--- src/rtl/fb_arbiter.sv ---
// Frame-buffer arbiter: shares one synchronous single-port RAM between a never-stalled
// VGA read port (3-cycle latency) and a buffered PPU write port.
module fb_arbiter #(
    parameter int ADDR_W     = 16,
    parameter int DATA_W     = 12,
    parameter int FIFO_DEPTH = 4
) (
    input  logic                          clk,
    input  logic                          rst,
    input  logic                          vga_req,
    input  logic [ADDR_W-1:0]             vga_addr,
    output logic [DATA_W-1:0]             vga_data,
    output logic                          vga_valid,
    input  logic                          wr_valid,
    input  logic [ADDR_W-1:0]             wr_addr,
    input  logic [DATA_W-1:0]             wr_data,
    output logic                          wr_ready,
    output logic [ADDR_W-1:0]             ram_addr,
    output logic                          ram_we,
    output logic [DATA_W-1:0]             ram_wdata,
    input  logic [DATA_W-1:0]             ram_rdata,
    output logic [$clog2(FIFO_DEPTH):0]   fifo_level,
    output logic                          wr_overrun
);

    localparam int PW = $clog2(FIFO_DEPTH);
    localparam int LW = PW + 1;
    localparam logic [LW-1:0] FULL_LVL = LW'(FIFO_DEPTH);

    typedef enum logic [1:0] {GNT_IDLE, GNT_VGA, GNT_WR} grant_e;

    grant_e              grant;
    logic                push, pop;

    logic [ADDR_W-1:0]   addr_mem_q [FIFO_DEPTH];
    logic [ADDR_W-1:0]   addr_mem_d [FIFO_DEPTH];
    logic [DATA_W-1:0]   data_mem_q [FIFO_DEPTH];
    logic [DATA_W-1:0]   data_mem_d [FIFO_DEPTH];
    logic [PW-1:0]       wr_ptr_q, wr_ptr_d;
    logic [PW-1:0]       rd_ptr_q, rd_ptr_d;
    logic [LW-1:0]       level_q, level_d;
    logic [ADDR_W-1:0]   ram_addr_q, ram_addr_d;
    logic                ram_we_q, ram_we_d;
    logic [DATA_W-1:0]   ram_wdata_q, ram_wdata_d;
    logic [1:0]          rd_pipe_q, rd_pipe_d;
    logic                vga_valid_q, vga_valid_d;
    logic [DATA_W-1:0]   vga_data_q, vga_data_d;
    logic                overrun_q, overrun_d;

    assign wr_ready   = (level_q != FULL_LVL);
    assign fifo_level = level_q;
    assign ram_addr   = ram_addr_q;
    assign ram_we     = ram_we_q;
    assign ram_wdata  = ram_wdata_q;
    assign vga_valid  = vga_valid_q;
    assign vga_data   = vga_data_q;
    assign wr_overrun = overrun_q;

    always_comb begin
        addr_mem_d  = addr_mem_q;
        data_mem_d  = data_mem_q;
        wr_ptr_d    = wr_ptr_q;
        rd_ptr_d    = rd_ptr_q;
        level_d     = level_q;
        ram_addr_d  = ram_addr_q;
        ram_we_d    = 1'b0;
        ram_wdata_d = ram_wdata_q;
        vga_data_d  = vga_data_q;
        overrun_d   = overrun_q | (wr_valid & ~wr_ready);

        // Grant uses registered occupancy only, so a just-accepted entry waits a cycle.
        if (vga_req)
            grant = GNT_VGA;
        else if (level_q != '0)
            grant = GNT_WR;
        else
            grant = GNT_IDLE;

        push = wr_valid & wr_ready;
        pop  = (grant == GNT_WR);

        case (grant)
            GNT_VGA: ram_addr_d = vga_addr;
            GNT_WR: begin
                ram_addr_d  = addr_mem_q[rd_ptr_q];
                ram_wdata_d = data_mem_q[rd_ptr_q];
                ram_we_d    = 1'b1;
            end
            default: ;
        endcase

        if (push) begin
            addr_mem_d[wr_ptr_q] = wr_addr;
            data_mem_d[wr_ptr_q] = wr_data;
            wr_ptr_d             = wr_ptr_q + 1'b1;
        end
        if (pop)
            rd_ptr_d = rd_ptr_q + 1'b1;

        case ({push, pop})
            2'b10:   level_d = level_q + 1'b1;
            2'b01:   level_d = level_q - 1'b1;
            default: level_d = level_q;
        endcase

        // Stage 0: address registered; stage 1: RAM read; stage 2: data captured.
        rd_pipe_d   = {rd_pipe_q[0], vga_req};
        vga_valid_d = rd_pipe_q[1];
        if (rd_pipe_q[1])
            vga_data_d = ram_rdata;
    end

    always_ff @(posedge clk) begin
        if (!rst) begin
            addr_mem_q  <= '{default: '0};
            data_mem_q  <= '{default: '0};
            wr_ptr_q    <= '0;
            rd_ptr_q    <= '0;
            level_q     <= '0;
            ram_addr_q  <= '0;
            ram_we_q    <= 1'b0;
            ram_wdata_q <= '0;
            rd_pipe_q   <= '0;
            vga_valid_q <= 1'b0;
            vga_data_q  <= '0;
            overrun_q   <= 1'b0;
        end else begin
            addr_mem_q  <= addr_mem_d;
            data_mem_q  <= data_mem_d;
            wr_ptr_q    <= wr_ptr_d;
            rd_ptr_q    <= rd_ptr_d;
            level_q     <= level_d;
            ram_addr_q  <= ram_addr_d;
            ram_we_q    <= ram_we_d;
            ram_wdata_q <= ram_wdata_d;
            rd_pipe_q   <= rd_pipe_d;
            vga_valid_q <= vga_valid_d;
            vga_data_q  <= vga_data_d;
            overrun_q   <= overrun_d;
        end
    end

endmodule

--- config.mk ---
export PLATFORM = sky130hd
export DESIGN_NAME = fb_arbiter
export DESIGN_NICKNAME = d
export VERILOG_FILES = /design/src/rtl/fb_arbiter.sv
export SDC_FILE = /design/constraint.sdc
export NUM_CORES = 1
export LEC_CHECK = 0
export ABC_AREA = 1
export BUFFER_PORTS_ARGS = -buffer_cell sky130_fd_sc_hd__buf_2
export CORE_ASPECT_RATIO = 1.2
export CORE_MARGIN = 2
export CORE_UTILIZATION = 45
export CTS_CLUSTER_SIZE = 14
export DETAILED_ROUTE_END_ITERATION = 8
export PLACE_DENSITY = 0.75
export SYNTH_ARGS = -nofsm -noshare
export SYNTH_HDL_FRONTEND = slang
export SYNTH_SLANG_ARGS = --single-unit
--- constraint.sdc ---
create_clock -name clk -period 2.4 [get_ports clk]
set_clock_uncertainty 0.05 [all_clocks]
set_input_delay 0.36 -clock clk [delete_from_list [all_inputs] [get_ports clk]]
set_output_delay 0.36 -clock clk [all_outputs]
set_load 0.05 [all_outputs]
==> results.sh, run 1 <==
export IMPL_initial_core_util=0.458
export IMPL_cts_buffer_depth=2
export IMPL_hold_viol=0
export IMPL_critPathRequiredTime_ns=1.99
export IMPL_synthArstFlopShare=0
export IMPL_drc_errors=0
export IMPL_critPathLaunchType="register"
export IMPL_comb_power_share=0.378
export IMPL_ys_seq_area_frac=0.380
export IMPL_worstSetupEndpointType="primary output"
export IMPL_synth_top_area_cell="dfxtp_1"
export IMPL_syn_to_final_growth_pct=14.4
export IMPL_synthCells=1402
export IMPL_globalRouteMet3Util=0.0436
export IMPL_critical_path_arrival_ns=1.81
export IMPL_dieArea_um2=20300
export IMPL_yosysTopAreaCellShare=0.380
export IMPL_clk_latency_ns=0.43
export IMPL_mostFrequentLayoutCells="nand2_1, inv_1, nor2_1, dfxtp_1, nand4_1"
export IMPL_leakagePower_uw=0.00546
export IMPL_final_common_cell="nand2_1"
export IMPL_rsz0062_at_grt="false"
export IMPL_internal_power_uw=5830
export IMPL_hp_class="input port to register"
export IMPL_gr_usage_met2=0.395
export IMPL_drt_iter0_drc=848
export IMPL_holdBufCountCts=0
export IMPL_critical_path_class="register to primary output"
export IMPL_grt_pass1_vias=7687
export IMPL_nFillCells=1904
export IMPL_ctsResizeCount=0
export IMPL_yosysUniqueCellTypes=23
export IMPL_avgRoutedWirePerCell_um=13.4
export IMPL_peakVddDrop_v=0.000535
export IMPL_coreArea_um2=18900
export IMPL_die_x_um=130
export IMPL_report_final_slew_viol_count=0
export IMPL_dp_slack_ns=0.469
export IMPL_netSwitchingFraction=0.406
export IMPL_clock_sinks=164
export IMPL_drtAntennaViolNets=0
export IMPL_grt_max_degree=118
export IMPL_row_count=55
export IMPL_synth_ff_type="dfxtp_1"
export IMPL_ys_ff_latch=164
export IMPL_seqPwrFrac=0.333
export IMPL_status="complete, no violations"
export IMPL_tightest_slew_ns=0.560
export IMPL_via_count=8405
export IMPL_min_period_ns=2.22
export IMPL_synthesis_area_um2=8640
export IMPL_drt_pass1_iterations=5
export IMPL_diodes=0
export IMPL_gr_usage_met1=0.282
export IMPL_portBuffers=106
export IMPL_grt_use_total=0.230
export IMPL_p_clk_frac=0.288
export IMPL_worst_slack_ns=0.182
export IMPL_switchingPower_uw=3990
export IMPL_gr_max_usage_layer="met2"
export IMPL_postSynthAreaPerCell_um2=6.16
export IMPL_routed_wl_mm=23.2
export IMPL_cp_max_fo=117
export IMPL_nNetsFinal=1529
export IMPL_powerDensity_nw_per_um2=994
export IMPL_drive_gt1_frac=0.127
export IMPL_die_h_um=156
export IMPL_finalSetupViolCount=0
export IMPL_grt_pass1_wl_mm=37.1
export IMPL_postCtsSetupRepairBufs=0
export IMPL_io_pin_count=107
export IMPL_period_share=0.924
export IMPL_synth_fp_nets=1468
export IMPL_drv_cap=0
export IMPL_synth_edf_count=0
export IMPL_routed_via_density=4.85
export IMPL_dpl_hpwl_mm=14.2
export IMPL_max_freq_mhz=451
export IMPL_antenna_found_initial=0
export IMPL_synth_area_leaders="dfxtp_1, nand2_1, inv_1"
export IMPL_setup_tns_ns=0
export IMPL_slew_headroom=0.627
export IMPL_cts_root_buf="clkbuf_16"
export IMPL_ys_warn_count=0
export IMPL_cts_tree="yes"
export IMPL_cts_made_buffers=17
export IMPL_clk_pin_slew_ns=0.07
export IMPL_grt_overflow_total=0
export IMPL_cts_max_level=4
export IMPL_globalplace_congestion=0.803
path summary, 6_finish.rpt:
check	startpoint	endpoint	slack (ns)	cells after the start
max reg2reg	fifo_level[2]	fifo_level[2]	0.44	13
min	ram_rdata[3]	vga_data[3]	0.10	3
max	fifo_level[1]	wr_ready	0.18	4
min reg2reg	rd_pipe_q[0]	rd_pipe_q[1]	0.37	2
stage by stage:
| stage | power [µW] | utilization | hold WS, ns | cell area, µm² | std cells |
|---|---|---|---|---|---|
| 5_1_grt | 10400 | 0.524 | 0.108 | 9880 | 1732 |
| 3_5_place_dp | 7020 | 0.492 | 0.350 | 9280 | 1700 |
| 6_report | 9820 | 0.524 | 0.101 | 9880 | 1732 |
| 3_3_place_gp | 6950 | 0.492 | 0.369 | 9280 | 1700 |
| 2_1_floorplan | 6150 | - | 0.340 | 8640 | 1402 |
| 4_1_cts | 9850 | 0.524 | 0.0967 | 9880 | 1732 |
power groups by stage:
stage | clock (µW) | combinational (µW) | sequential, µW
3_5_place_dp | 0 | 3690 | 3330
4_1_cts | 2860 | 3720 | 3270
5_1_grt | 2950 | 4110 | 3310
2_1_floorplan | 0 | 2280 | 3870
6_report | 2830 | 3720 | 3270
3_3_place_gp | 0 | 3630 | 3320
layer usage:
layer / vias to the layer above / share of wire
li1: 4327 / -
met1: 3747 / 0.42
met2: 285 / 0.49
met3: 46 / 0.063
met4: 0 / 0.028
met5: - / 0
cell families after synthesis:
logic type	synth area share
simple gates	0.414
buf+inv	0.177
flops	0.380
compound gates	0.0191
fa+ha+maj	0.00956
registers in the layout (all words and copies together), names as in the netlist:
signal      count
addr_mem_q     64
data_mem_q     48
ram_addr       16
ram_wdata      12
vga_data       12
fifo_level      3
rd_pipe_q       2
rd_ptr_q        2
wr_ptr_q        2
ram_we          1
vga_valid       1
wr_overrun      1
final cells by class:
class / instances / area [µm²] / area share
well taps: 256 / 320 / 0.0324
repair buffers: 133 / 788 / 0.0798
clock buffers: 21 / 450 / 0.0456
multi-input cells: 864 / 3820 / 0.387
inverters: 283 / 1060 / 0.108
flip-flops and latches: 164 / 3280 / 0.332
clock inverters: 11 / 150 / 0.0152
Yosys cell counts, types with 8 or more instances:
cell type	count
dfxtp_1	164
nand3_1	59
clkbuf_1	20
o21a_1	8
nand4_1	120
inv_1	267
o21ai_0	17
nand2_1	473
buf_2	38
nor2_1	168
inv_2	15
buf_6	8
buf_1	19
critical path, cell delays in order (launching register included):
cell     delay, ns
dfxtp_1       0.40
nor2_4        0.06
nand2_4       0.07
buf_12        0.40
buf_2         0.36
Note: power is estimated with default switching activity, not from simulation.
==> run 2, diff against run 1 <==
CELL_PAD_IN_SITES_DETAIL_PLACEMENT = 0   (was not set)
CELL_PAD_IN_SITES_GLOBAL_PLACEMENT = 1   (was not set)
CORE_UTILIZATION = 41   (was 45)
PLACE_DENSITY = 0.92   (was 0.75)
==> results.sh, run 2 (synthesis gave the netlist of run 1 again) <==
export IMPL_status="complete, no violations"
export IMPL_routed_wl_mm=24.3
export IMPL_leakagePower_uw=0.00546
export IMPL_nNetsFinal=1529
export IMPL_min_period_ns=2.21
export IMPL_via_count=8256
export IMPL_antenna_found_initial=0
export IMPL_hp_class="input port to register"
export IMPL_grt_pass1_vias=7630
export IMPL_powerDensity_nw_per_um2=1000
export IMPL_drive_gt1_frac=0.127
export IMPL_max_stage_delay_ns=0.42
export IMPL_min_from="ram_rdata[0]"
export IMPL_rsz0062_at_grt="false"
export IMPL_cts_made_buffers=17
export IMPL_grt_overflow_total=0
export IMPL_diodes=0
export IMPL_peakVddDrop_v=0.000558
export IMPL_drt_pass1_iterations=6
export IMPL_period_share=0.922
export IMPL_r2r_slack_ns=0.38
export IMPL_crit_path_top_delay_cell="buf_12"
export IMPL_drv_cap=0
export IMPL_postCtsSetupRepairBufs=0
export IMPL_worstReg2RegEnd="fifo_level[2]"
export IMPL_critPathLaunchType="register"
export IMPL_hold_viol=0
export IMPL_io_pin_count=107
export IMPL_portBuffers=106
export IMPL_clk_latency_ns=0.43
export IMPL_max_freq_mhz=452
export IMPL_setup_tns_ns=0
export IMPL_grt_max_degree=149
export IMPL_crit_path_cell_trace="nor2_4 > nand2_4 > buf_12 > buf_2"
export IMPL_cp_max_fo=117
export IMPL_clock_sinks=164
export IMPL_mostFrequentLayoutCells="nand2_1, inv_1, nor2_1, dfxtp_1, nand4_1"
export IMPL_slew_headroom=0.538
export IMPL_cts_buffer_depth=2
export IMPL_grt_use_total=0.222
export IMPL_die_x_um=137
export IMPL_critPathRequiredTime_ns=1.99
export IMPL_cp_startpoint="fifo_level[1]"
export IMPL_report_final_slew_viol_count=0
export IMPL_r2r_start="fifo_level[2]"
export IMPL_final_common_cell="nand2_1"
export IMPL_clk_pin_slew_ns=0.07
export IMPL_routed_via_density=4.73
export IMPL_initial_core_util=0.415
export IMPL_finalSetupViolCount=0
export IMPL_cts_tree="yes"
export IMPL_tightest_slew_ns=0.694
export IMPL_dpl_hpwl_mm=14.8
export IMPL_avgRoutedWirePerCell_um=13.9
export IMPL_critical_path_class="register to primary output"
export IMPL_coreArea_um2=20800
export IMPL_dp_slack_ns=0.439
export IMPL_drtAntennaViolNets=0
export IMPL_drc_errors=0
export IMPL_drt_iter0_drc=587
export IMPL_worstSetupEndpointType="primary output"
export IMPL_worst_slack_ns=0.186
export IMPL_globalplace_congestion=0.797
export IMPL_cts_root_buf="clkbuf_16"
export IMPL_top_register="addr_mem_q"
export IMPL_dieArea_um2=22300
export IMPL_holdBufCountCts=0
export IMPL_syn_to_final_growth_pct=14.8
export IMPL_ctsResizeCount=0
export IMPL_rr_worst_depth=12
export IMPL_grt_pass1_wl_mm=38.8
export IMPL_critPathCapture="wr_ready"
export IMPL_die_h_um=163
export IMPL_row_count=58
export IMPL_cts_max_level=4
export IMPL_critical_path_arrival_ns=1.80
export IMPL_largest_reg_flops=64
run 2: area by class of cell:
| cell class | count | area [µm²] |
|---|---|---|
| sequential | 164 | 3280 |
| inverter | 283 | 1060 |
| clock buffer | 19 | 433 |
| multi-input combinational | 864 | 3820 |
| timing repair buffer | 133 | 788 |
| tap | 270 | 338 |
| clock inverter | 13 | 184 |
| fill | 2197 | 10900 |
run 2: per-layer routing:
metal  wire length, µm  vias up  GRT usage
li1                  -     4324          -
met1             10600     3673      0.275
met4               757        0     0.0876
met5                 0        -          0
met3              1100       42     0.0391
met2             11800      217      0.380
run 2: worst min path at each step:
stage,end,depth (start not counted)
after floorplan,rd_pipe_q[1],2
after global placement,rd_pipe_q[1],2
after detailed placement,rd_pipe_q[1],2
after CTS,vga_data[8],3
after global routing,vga_data[5],3
final,vga_data[0],3
run 2: worst max-delay path, delay by kind of cell, from the launching register on:
family | cells | cell delay [ns]
buffers and inverters | 2 | 0.78
flip-flops | 1 | 0.41
AND/OR/NAND/NOR | 2 | 0.13
run 2: through the flow:
| stage | power (µW) | instances | hold WS (ns) | area (µm²) | util |
|---|---|---|---|---|---|
| after global routing | 10600 | 1746 | 0.109 | 9910 | 0.476 |
| final | 9930 | 1746 | 0.107 | 9910 | 0.476 |
| after global placement | 7050 | 1714 | 0.349 | 9300 | 0.446 |
| after detailed placement | 7090 | 1714 | 0.368 | 9300 | 0.446 |
| after floorplan | 6150 | 1402 | 0.340 | 8640 | - |
| after CTS | 9990 | 1746 | 0.0932 | 9910 | 0.476 |
run 2: report_power, final:
group,switching (µW),internal [µW]
Combinational,2670,1050
Sequential,198,3110
Clock,1150,1740
Total,4030,5910
==> run 3, diff against run 2 <==
CORE_UTILIZATION = 37   (was 41)
PLACE_DENSITY = 0.88   (was 0.92)
clock period = 1.9 ns   (was 2.4 ns; I/O delays follow)
==> results.sh, run 3 (synthesis gave the netlist of run 1 again) <==
export IMPL_status="complete, no violations"
export IMPL_cp_startpoint="fifo_level[1]"
export IMPL_nNetsFinal=1545
export IMPL_powerDensity_nw_per_um2=1250
export IMPL_drive_gt1_frac=0.140
export IMPL_globalplace_congestion=0.784
export IMPL_clk_pin_slew_ns=0.06
export IMPL_critPathLaunchType="register"
export IMPL_cp_max_fo=15
export IMPL_die_x_um=143
export IMPL_row_count=61
export IMPL_routed_via_density=4.67
export IMPL_critical_path_class="register to primary output"
export IMPL_via_count=8436
export IMPL_min_period_ns=1.77
export IMPL_grt_pass1_vias=7796
export IMPL_nFillCells=2470
export IMPL_tightest_slew_ns=0.478
export IMPL_min_from="ram_rdata[3]"
export IMPL_syn_to_final_growth_pct=18.1
export IMPL_drc_errors=0
export IMPL_cts_tree="yes"
export IMPL_clk_latency_ns=0.43
export IMPL_leakagePower_uw=0.00559
export IMPL_setup_tns_ns=0
export IMPL_cts_max_level=4
export IMPL_hp_class="input port to register"
export IMPL_io_pin_count=107
export IMPL_stdcell_count=1805
export IMPL_drt_pass1_iterations=5
export IMPL_critPathRequiredTime_ns=1.56
export IMPL_r2r_slack_ns=0.15
export IMPL_grt_use_total=0.210
export IMPL_clock_sinks=164
export IMPL_r2r_start="fifo_level[1]"
export IMPL_grt_overflow_total=0
export IMPL_drt_iter0_drc=545
export IMPL_min_path_cells=3
export IMPL_largest_reg_flops=64
export IMPL_diodes=0
export IMPL_holdBufCountCts=0
export IMPL_routed_wl_mm=25.5
export IMPL_critical_path_arrival_ns=1.43
export IMPL_final_util=0.443
export IMPL_initial_core_util=0.375
export IMPL_drtAntennaViolNets=0
export IMPL_coreArea_um2=23000
export IMPL_slew_headroom=0.681
export IMPL_period_share=0.931
export IMPL_dpl_hpwl_mm=15.6
export IMPL_hold_viol=0
export IMPL_cts_buffer_depth=2
export IMPL_antenna_found_initial=0
export IMPL_rr_worst_depth=12
export IMPL_power_uw=12700
export IMPL_grt_max_degree=97
export IMPL_drv_cap=0
export IMPL_max_freq_mhz=566
export IMPL_cts_made_buffers=17
export IMPL_finalSetupViolCount=0
export IMPL_worstSetupEndpointType="primary output"
export IMPL_top_register="addr_mem_q"
export IMPL_dieArea_um2=24600
export IMPL_worstReg2RegEnd="fifo_level[2]"
export IMPL_final_common_cell="nand2_1"
export IMPL_avgRoutedWirePerCell_um=14.1
export IMPL_rsz0062_at_grt="false"
export IMPL_dp_cells=1771
export IMPL_holdPathEnd="vga_data[3]"
export IMPL_report_final_slew_viol_count=0
export IMPL_peakVddDrop_v=0.000674
export IMPL_portBuffers=106
export IMPL_grt_pass1_wl_mm=40.4
export IMPL_cts_root_buf="clkbuf_16"
export IMPL_mostFrequentLayoutCells="nand2_1, inv_1, nor2_1, dfxtp_1, nand4_1"
export IMPL_die_h_um=171
==> run 3: changes by cell type in the layout (fill, tap and decap cells not counted), moves of 2 or more <==
cell	change
buf_4	+12
clkbuf_16	+2
dfxtp_1	-3
dfxtp_4	+3
clkbuf_8	+3
clkinv_4	-2
clkinvlp_4	-2
==> run 3: final cells by class <==
class,instances,area (µm²),share of cell area
clock buffers,22,474,0.0465
multi-input cells,864,3850,0.377
repair buffers,149,1000,0.0984
inverters,283,1060,0.104
flip-flops and latches,164,3300,0.323
well taps,315,394,0.0386
clock inverters,8,125,0.0123
==> run 3: worst max path at each step <==
| stage | end | cells after the start |
|---|---|---|
| global route | fifo_level[2] | 13 |
| floorplan | fifo_level[2] | 13 |
| global placement | fifo_level[2] | 13 |
| detailed placement | fifo_level[1] | 8 |
| CTS | wr_ready | 4 |
| finish | wr_ready | 4 |
==> run 3: through the flow <==
step           instance area, µm²  hold slack, ns  worst slack, ns
2_1_floorplan                8680           0.340           0.0252
3_3_place_gp                 9500           0.350            0.218
3_5_place_dp                 9500           0.357            0.175
4_1_cts                     10100          0.0190          0.00861
5_1_grt                     10200          0.0223          0.00459
6_report                    10200          0.0271            0.132
==> run 3: power by group <==
group / internal (µW) / switching, µW
sequential: 3950 / 197
combinational: 1510 / 3510
clock: 2160 / 1400
==> run 3: what timing repair did <==
| item | in CTS | in global routing |
|---|---|---|
| pin swaps | 0 | 1 |
| setup endpoints to repair | 1 | 1 |
| gates cloned | 1 | 2 |
| resized for setup | 2 | 0 |
| buffers inserted | 0 | 1 |
==> run 3: worst max-delay path: stages, from the launching register on <==
cell and delay, ns:
dfxtp_4 0.36, nor2_4 0.17, nand2_4 0.10, buf_16 0.18, buf_4 0.20
==> run 3: layer usage <==
layer | track usage | up-vias | part of all wire
met4 | 0.0814 | 0 | 0.027
met1 | 0.255 | 3841 | 0.42
li1 | - | 4347 | -
met3 | 0.0356 | 37 | 0.044
met2 | 0.370 | 211 | 0.51
met5 | 0 | - | 0
